### config.mk
export PLATFORM = sky130hd
export DESIGN_NAME = aria_key_ctrl
export DESIGN_NICKNAME = d
export VERILOG_FILES = /design/src/rtl/aria_key_pkg.sv /design/src/rtl/aria_key_ctrl.sv
export SDC_FILE = /design/constraint.sdc
export NUM_CORES = 1
export LEC_CHECK = 0
export ABC_AREA = 1
export CORE_MARGIN = 5
export CORE_UTILIZATION = 45
export CTS_BUF_LIST = sky130_fd_sc_hd__clkbuf_16
export DETAILED_ROUTE_END_ITERATION = 12
export PLACE_DENSITY_LB_ADDON = 0.08
export SYNTH_ARGS = -nofsm -noshare
export SYNTH_HDL_FRONTEND = slang
export SYNTH_SLANG_ARGS = --single-unit
### constraint.sdc
create_clock -name clk -period 5 [get_ports clk]
set_input_delay 0.75 -clock clk [delete_from_list [all_inputs] [get_ports clk]]
set_output_delay 0.75 -clock clk [all_outputs]
set_load 0.01 [all_outputs]
### src/rtl/aria_key_pkg.sv
// Shared encodings for the ARIA key sequencer: key-register opcodes, round counts
// and the controller state encoding.
package aria_key_pkg;

    localparam logic [1:0] KEY_EXPAND  = 2'b00;
    localparam logic [1:0] KEY_SET_128 = 2'b01;
    localparam logic [1:0] KEY_SET_192 = 2'b10;
    localparam logic [1:0] KEY_SET_256 = 2'b11;

    localparam int NR_128 = 12;
    localparam int NR_192 = 14;
    localparam int NR_256 = 16;

    typedef enum logic [2:0] {
        ST_IDLE,
        ST_LOAD,
        ST_EXP_GO,
        ST_EXP_WAIT,
        ST_GEN,
        ST_DONE
    } state_e;

endpackage

### src/rtl/aria_key_ctrl.sv
// ARIA key-schedule sequencer: master-key load, three RF expansion steps, round-key index issue.
// Optional ARIA_KEY_CTRL_DEC_EN adds a dec input that makes GEN count nr down to 0.
module aria_key_ctrl
    import aria_key_pkg::*;
#(
    parameter int RK_IDX_W   = 5,
    parameter int RF_TIMEOUT = 64
) (
    input  logic                clk,
    input  logic                rst,
    input  logic                start,
    input  logic [1:0]          ksize,
    input  logic                abort,
`ifdef ARIA_KEY_CTRL_DEC_EN
    input  logic                dec,
`endif
    output logic [1:0]          key_op,
    output logic                key_en,
    output logic                key_clr,
    output logic                rf_go,
    output logic                rf_odd,
    output logic [1:0]          ck_sel,
    input  logic                rf_done,
    output logic                rk_valid,
    input  logic                rk_ready,
    output logic [RK_IDX_W-1:0] rk_idx,
    output logic [RK_IDX_W-1:0] nr,
    output logic                busy,
    output logic                done,
    output logic                err
);

    localparam int TMO_W = (RF_TIMEOUT > 0) ? $clog2(RF_TIMEOUT + 1) : 1;

    state_e              state_q, state_d;
    logic [1:0]          ksize_q, ksize_d;
    logic [RK_IDX_W-1:0] nr_q, nr_d;
    logic [1:0]          step_q, step_d;
    logic [RK_IDX_W-1:0] idx_q, idx_d;
    logic [TMO_W-1:0]    tmo_q, tmo_d;
    logic                cnt_down;
    logic [RK_IDX_W-1:0] last_idx;

`ifdef ARIA_KEY_CTRL_DEC_EN
    logic dec_q, dec_d;
    assign cnt_down = dec_q;
`else
    assign cnt_down = 1'b0;
`endif

    // CK index rotates with key size: step s uses CK((s + ksize - 1) mod 3) + 1.
    function automatic logic [1:0] ck_rot(input logic [1:0] s, input logic [1:0] ks);
        logic [2:0] sum;
        logic [2:0] r;
        sum = {1'b0, s} + {1'b0, ks} - 3'd1;
        r   = (sum >= 3'd3) ? sum - 3'd3 : sum;
        return r[1:0] + 2'd1;
    endfunction

    function automatic logic [RK_IDX_W-1:0] nr_of(input logic [1:0] ks);
        case (ks)
            KEY_SET_128: return RK_IDX_W'(NR_128);
            KEY_SET_192: return RK_IDX_W'(NR_192);
            default:     return RK_IDX_W'(NR_256);
        endcase
    endfunction

    assign last_idx = cnt_down ? '0 : nr_q;
    assign nr       = nr_q;

    always_comb begin
        state_d  = state_q;
        ksize_d  = ksize_q;
        nr_d     = nr_q;
        step_d   = step_q;
        idx_d    = idx_q;
        tmo_d    = tmo_q;
`ifdef ARIA_KEY_CTRL_DEC_EN
        dec_d    = dec_q;
`endif
        key_op   = KEY_EXPAND;
        key_en   = 1'b0;
        key_clr  = 1'b0;
        rf_go    = 1'b0;
        rf_odd   = 1'b0;
        ck_sel   = 2'd0;
        rk_valid = 1'b0;
        rk_idx   = '0;
        busy     = 1'b0;
        done     = 1'b0;
        err      = 1'b0;

        // Outputs are held quiet while reset is asserted so a reset never looks like a clear.
        if (!rst) begin
            busy = (state_q != ST_IDLE);
            if (abort) begin
                key_clr = 1'b1;
                state_d = ST_IDLE;
                step_d  = 2'd0;
                idx_d   = '0;
                tmo_d   = '0;
            end else begin
                case (state_q)
                    ST_IDLE: begin
                        if (start) begin
                            if (ksize != 2'b00) begin
                                ksize_d = ksize;
                                nr_d    = nr_of(ksize);
                                step_d  = 2'd0;
`ifdef ARIA_KEY_CTRL_DEC_EN
                                dec_d   = dec;
`endif
                                state_d = ST_LOAD;
                            end else begin
                                err = 1'b1;
                            end
                        end
                    end
                    ST_LOAD: begin
                        key_en  = 1'b1;
                        key_op  = ksize_q;
                        state_d = ST_EXP_GO;
                    end
                    ST_EXP_GO: begin
                        rf_go   = 1'b1;
                        rf_odd  = (step_q != 2'd1);
                        ck_sel  = ck_rot(step_q, ksize_q);
                        tmo_d   = '0;
                        state_d = ST_EXP_WAIT;
                    end
                    ST_EXP_WAIT: begin
                        rf_odd = (step_q != 2'd1);
                        ck_sel = ck_rot(step_q, ksize_q);
                        if (rf_done) begin
                            key_en = 1'b1;
                            key_op = KEY_EXPAND;
                            if (step_q == 2'd2) begin
                                idx_d   = cnt_down ? nr_q : '0;
                                state_d = ST_GEN;
                            end else begin
                                step_d  = step_q + 2'd1;
                                state_d = ST_EXP_GO;
                            end
                        end else if (RF_TIMEOUT > 0) begin
                            if (tmo_q == TMO_W'(RF_TIMEOUT)) begin
                                err     = 1'b1;
                                key_clr = 1'b1;
                                step_d  = 2'd0;
                                state_d = ST_IDLE;
                            end else begin
                                tmo_d = tmo_q + TMO_W'(1);
                            end
                        end
                    end
                    ST_GEN: begin
                        rk_valid = 1'b1;
                        rk_idx   = idx_q;
                        if (rk_ready) begin
                            if (idx_q == last_idx) begin
                                state_d = ST_DONE;
                            end else if (cnt_down) begin
                                idx_d = idx_q - RK_IDX_W'(1);
                            end else begin
                                idx_d = idx_q + RK_IDX_W'(1);
                            end
                        end
                    end
                    ST_DONE: begin
                        done    = 1'b1;
                        step_d  = 2'd0;
                        idx_d   = '0;
                        state_d = ST_IDLE;
                    end
                    default: state_d = ST_IDLE;
                endcase
            end
        end
    end

    always_ff @(posedge clk) begin
        if (rst) begin
            state_q <= ST_IDLE;
            ksize_q <= 2'b00;
            nr_q    <= '0;
            step_q  <= 2'd0;
            idx_q   <= '0;
            tmo_q   <= '0;
`ifdef ARIA_KEY_CTRL_DEC_EN
            dec_q   <= 1'b0;
`endif
        end else begin
            state_q <= state_d;
            ksize_q <= ksize_d;
            nr_q    <= nr_d;
            step_q  <= step_d;
            idx_q   <= idx_d;
            tmo_q   <= tmo_d;
`ifdef ARIA_KEY_CTRL_DEC_EN
            dec_q   <= dec_d;
`endif
        end
    end

endmodule

==> metrics.txt, run 1 <==
Fin Setup TNS 0 ps; Core Util, Final approximately three fifths; dpl ws about 1500 ps; Critical Path AT between 2000 and 3000 ps; synth cell count leaders nor2_1 (45), nand2_1 (40), inv_1 (35); top post-synthesis cells by area dfxtp_1 (29%), nor2_1 (11%), nand2_1 (9.8%), ha_1 (9.0%), inv_1 (8.6%); reg2reg setup slack roughly 3400 ps; # setup viols final 0; CP Max Fanout 19; Mapped Avg Cell Area 6.51 µm²; Max Root-Sink Buffers 2; slowest stage delay, CP 580 ps; gr ovfl total 0; sequential-to-total area share from yosys stat between 20% and 30%; worst hold path class flip-flop to flip-flop; clock sinks 22; area leader, netlist dfxtp_1; fin. max-slew vios 0; Layout area overhead 27.0%; DIE HEIGHT 68.4 µm; ys flop type dfxtp_1; initial antenna violation count 0; Clk pwr share around 48%; Critical-path top delay cell clkdlybuf4s50_1; WS Path Type primary input to primary output; # rows 21; die area approximately 4700 µm²; Ports 30; ys async rst share 0%; # fillers about 340; post-CTS setup buffer count 0; M3 GR Usage 3.78%; CTS buffer count 3; final setup margin around 1500 ps; cell with the most instances after synthesis nor2_1; share of the synthesized area in the top cell type around 29%; Post-synth EDFFs 0; Distinct cells, synth 26; core footprint about 3300 µm²; DPL Wire Length ~2600 µm; internal power 0.000365 W; Yosys warnings 0; final antenna-violating net count 0; flops & latches, synth 22; RSZ-0062 raised after global routing no; Logic pwr share 13.4%; Bufs and invs on worst path 3; Port-buffer cells 28; highest clock rate between 200 and 300 MHz; Max Cap Viol 0; first-pass GRT wire length 5670 µm; Post-route DRC 0; gpl congestion 0.780; Layout Cell Area excl Fill about 1900 µm²; GR peak layer met2; Resize count post-CTS 0; TritonCTS clock tree done; grt met1 use 20.7%; die width 68.4 µm; CTS root buf clkbuf_16; clock slew at reported path FFs about 60 ps; pin count of the biggest net entering global routing 20; share of layout cells above drive strength 1 roughly 4.6%; Fin Hold WS just under 500 ps; startpoint types primary input; CP top delay family buffers and inverters; Initial Util 46.4%; Via density just under 5; pwr dens roughly 240 nW/µm²; P_sw about 0.00010 W; leakage 0.747 nW; DRT iter0 DRCs between 100 and 150; DRT Pass-1 Iters 4; reg2reg start tmo_q[0]$_SDFFE_PP0P_; Post-Syn Instances approximately 240; Clock Skew 1.90 ps; Sequential Power Share 38.9%; min Tclk post-route 3480 ps; Crit. Startpoint rst; Detailed Route WL between 3000 and 4000 µm; # hold bufs at CTS 0; most used cell, CP clkdlybuf4s50_1; Mapped Area 1540 µm²; run status completed; Area after DPL roughly 1800 µm²; CP endpoint kind primary output; final hold vios 0; vias ~1500; worst path required time about 4300 ps; ANT cells 0; Total GRT Usage between 15 and 20%; htree depth 1; Final nets 283; WL per Instance 10.8 µm; GR Util met2 roughly 26%; synthesized net count about 260; switching portion of total power between 20% and 30%; hold path startpoint tmo_q[0]$_SDFFE_PP0P_; VDD IR max 0.255 mV; final period utilization between 60% and 70%; vias in the first global route approximately 1300; crit path cell chain clkdlybuf4s50_1, nor2_4, inv_2, nor2_1, o21ai_0, a21oi_1, clkdlybuf4s50_1; clk_lat worst skew around 250 ps
[stage by stage]
step / total power (W) / std cells
after global placement: 0.000249 / 305
final: 0.000469 / 309
after global routing: 0.000491 / 309
after detailed placement: 0.000249 / 305
after CTS: 0.000474 / 309
after floorplan: 0.000229 / 236
[sequential cells by signal, indices dropped and copies added, names as in the netlist]
register  count
ksize_q       2
state_q       3
step_q        2
nr            3
idx_q         5
tmo_q         7
[layout by cell type (no fill, tap or decap), types with 2 or more instances in the layout]
cell             Yosys  final
xnor2_1              3      3
nand2_2              2      2
inv_1               35     35
clkdlybuf4s50_1      0     28
nor2_1              45     45
dfxtp_1             22     22
nand3_1             21     21
a21oi_1             19     19
o21ai_0              7      7
nor2_4               2      2
nand2_1             40     40
xor2_1               5      5
ha_1                11     11
nor3_1               7      7
a211oi_1             2      2
a31oi_1              2      2
clkbuf_16            0      3
[cell families (layout without fill, tap and decap cells)]
group | after synthesis | in the layout | share of synthesized area (%)
AOI/OAI and AO/OA | 32 | 32 | 11.8
buffers and inverters | 41 | 68 | 10.7
DFF | 22 | 22 | 28.7
other | 1 | 1 | 0.244
adders and majority gates | 11 | 11 | 8.96
xor gates and xnor gates | 8 | 8 | 4.56
and+or+nand+nor | 121 | 121 | 35.0
[per-layer routing]
metal | up-vias | wire, µm
met3 | 2 | 105
met2 | 23 | 1560
met4 | 0 | 19
met1 | 662 | 1670
li1 | 804 | -
met5 | - | 0
[power groups by stage]
stage / combinational (W) / clock, W / sequential (W)
after global routing: 0.0000729 / 0.000235 / 0.000183
after detailed placement: 0.0000629 / 0 / 0.000186
final: 0.0000629 / 0.000223 / 0.000182
after CTS: 0.0000637 / 0.000228 / 0.000182
after floorplan: 0.0000428 / 0 / 0.000186
after global placement: 0.0000621 / 0 / 0.000186
[path summary, 6_finish.rpt]
check,end,cells after the start
worst max-delay path,ck_sel[0],7
worst min-delay path,tmo_q[0]$_SDFFE_PP0P_,1
worst max register to register,step_q[0]$_SDFFE_PP0P_,11
worst min register to register,tmo_q[0]$_SDFFE_PP0P_,1
[area by class of cell]
class                           instances  area (µm²)  share of cell area (%)
Sequential cell                        22         440                    22.6
Timing Repair Buffer                   28         280                    14.4
Inverter                               36         135                    6.93
Clock inverter                          1        30.0                    1.54
Tap cell                               46        57.6                    2.95
Multi-Input combinational cell        173         931                    47.8
Clock buffer                            3        75.1                    3.85
No activity file was read; power rests on OpenSTA's default activity.
==> run 2: changes to the inputs <==
- clock period: 5 -> 3.5 ns (I/O delays scaled with it)
==> run 2 against run 1 <==
Effect of this change: power is 43% higher; final area stayed put; utilization stayed put; routed wire length is 0.78% higher; setup slack worse by 1200 ps; critical path type is now flip-flop to primary output; largest power group unchanged.
==> metrics.txt, run 2 (synthesis gave the netlist of run 1 again) <==
Largest register FFs 7 (unchanged); final non-filler cell total 309 (unchanged); reg2reg start tmo_q[0]$_SDFFE_PP0P_; Sequential Power Share 39.0% (about the same); pin count of the biggest net entering global routing 20 (unchanged); Placed Cells 305 (unchanged); DPL Wire Length 2590 µm (-0.42%); CP Max Fanout 4 (-15); DIE HEIGHT 68.4 µm (unchanged); fin. max-slew vios 0 (unchanged); switching portion of total power 22.1% (-0.071 points); P_sw 0.000147 W (+42%); grt met1 use 20.0% (-0.71 points); Largest Register tmo_q; Resize count post-CTS 0 (unchanged); # hold bufs at CTS 0 (unchanged); biggest regs tmo_q: 7 flops, idx_q: 5 flops; final hold vios 0 (unchanged); Fin Setup TNS 0 ps (unchanged); run status completed; Ports 30 (unchanged); # setup viols final 0 (unchanged); gpl congestion 0.779 (-0.19%); Max Root-Sink Buffers 2 (unchanged); Final nets 283 (unchanged); Post-route DRC 0 (unchanged); leakage 0.747 nW (unchanged); reg2reg setup slack 1790 ps (-1560 ps); ANT cells 0 (unchanged); CP endpoint kind primary output; WL per Instance 10.9 µm (+0.78%); VDD IR max 0.286 mV (+12%); WS Path Type flip-flop to primary output; Critical Path AT 2670 ps (-60 ps); clock slew at reported path FFs 60 ps (about the same); clk_lat worst skew 250 ps (about the same); internal power 0.000521 W (+43%); Detailed Route WL 3380 µm (+0.78%); Setup crit end ck_sel[1]; initial antenna violation count 0 (unchanged); Logic pwr share 13.5% (about the same); worst path required time 2970 ps (-1280 ps); GR Util met2 25.6% (-0.36 points); DRT Pass-1 Iters 4 (unchanged); Clk pwr share 47.6% (about the same); pwr dens 343 nW/µm² (+43%); Total GRT Usage 16.1% (+0.33 points); CTS root buf clkbuf_16; GR peak layer met2; vias 1503 (+0.80%); Layout area overhead 27.0% (unchanged); startpoint types flip-flop; Clock Skew 1.67 ps (-0.235 ps); final antenna-violating net count 0 (unchanged); most common cell after layout, fill and taps aside nor2_1; share of layout cells above drive strength 1 4.56% (unchanged); final period utilization roughly nine tenths; Initial Util 46.4% (unchanged); # fillers 341 (-0.58%); most frequent cells in the layout nor2_1 (45), nand2_1 (40), inv_1 (35), clkdlybuf4s50_1 (28), dfxtp_1 (22); die width 68.4 µm (unchanged); Via density 4.86 (+0.80%); post-CTS setup buffer count 0 (unchanged); first-pass GRT wire length 5630 µm (-0.72%); cells on worst reg2reg path 11 (unchanged); worst hold path class flip-flop to flip-flop; highest clock rate roughly 310 MHz; CTS buffer count 3 (unchanged); die area 4680 µm² (unchanged); Crit. Startpoint step_q[1]$_SDFFE_PP0P_; # rows 21 (unchanged); clock sinks 22 (unchanged); TritonCTS clock tree done; vias in the first global route 1329 (+0.68%); DRT iter0 DRCs 74 (-28%); core footprint 3310 µm² (unchanged); gr ovfl total 0 (unchanged); reg-to-reg critical path endpoint step_q[1]$_SDFFE_PP0P_; Max Cap Viol 0 (unchanged); Port-buffer cells 28 (unchanged); htree depth 1 (unchanged); RSZ-0062 raised after global routing no; min Tclk post-route around 3200 ps; M3 GR Usage 5.09% (+1.3 points)
## run 2: stage by stage
| stage | instance area (µm²) | hold WS [ps] | setup WS, ps | utilization [%] | total power, W |
|---|---|---|---|---|---|
| global placement | 1840 | 478 | 494 | 55.7 | 0.000355 |
| finish | 1950 | 484 | 303 | 58.9 | 0.000669 |
| floorplan | 1540 | 447 | 1190 | - | 0.000327 |
| CTS | 1950 | 485 | 279 | 58.9 | 0.000679 |
| detailed placement | 1840 | 474 | 480 | 55.7 | 0.000357 |
| global route | 1950 | 521 | 66.7 | 58.9 | 0.000704 |
## run 2: layer usage
metal	wire, µm	part of all wire, %
met1	1570	47
met2	1600	47
met3	153	4.5
met4	44	1.3
met5	0	0
## run 2: worst max-delay path: stages (launching register included)
cell and delay (ps):
dfxtp_1 350, inv_1 70, ha_1 270, inv_1 40, ha_1 310, ha_1 190, a21oi_1 110, nand2_1 110
o21ai_0 240, o21ai_0 110, nor2_1 90, clkdlybuf4s50_1 540
## run 2: power groups by stage
| stage | Sequential [W] | Clock [W] | Combinational, W |
|---|---|---|---|
| 2_1_floorplan | 0.000266 | 0 | 0.0000612 |
| 3_3_place_gp | 0.000266 | 0 | 0.0000888 |
| 3_5_place_dp | 0.000266 | 0 | 0.0000903 |
| 4_1_cts | 0.000261 | 0.000327 | 0.0000911 |
| 5_1_grt | 0.000261 | 0.000340 | 0.000103 |
| 6_report | 0.000261 | 0.000318 | 0.0000901 |
## run 2: worst min path at each step
stage | end | slack [ps] | cells after the start | startpoint
floorplan | tmo_q[0]$_SDFFE_PP0P_ | 450 | 1 | tmo_q[0]$_SDFFE_PP0P_
global placement | tmo_q[6]$_SDFFE_PP0P_ | 480 | 2 | tmo_q[6]$_SDFFE_PP0P_
detailed placement | tmo_q[0]$_SDFFE_PP0P_ | 470 | 1 | tmo_q[0]$_SDFFE_PP0P_
finish | tmo_q[6]$_SDFFE_PP0P_ | 480 | 2 | tmo_q[6]$_SDFFE_PP0P_
CTS | tmo_q[6]$_SDFFE_PP0P_ | 490 | 2 | tmo_q[6]$_SDFFE_PP0P_
global route | tmo_q[6]$_SDFFE_PP0P_ | 520 | 2 | tmo_q[6]$_SDFFE_PP0P_
## run 2: area by class of cell
cell class | instances | area [µm²] | area share, %
Timing Repair Buffer | 28 | 280 | 14.4
Multi-Input combinational cell | 173 | 931 | 47.8
Tap cell | 46 | 57.6 | 2.95
Sequential cell | 22 | 440 | 22.6
Clock buffer | 3 | 75.1 | 3.85
Inverter | 36 | 135 | 6.93
Clock inverter | 1 | 30.0 | 1.54
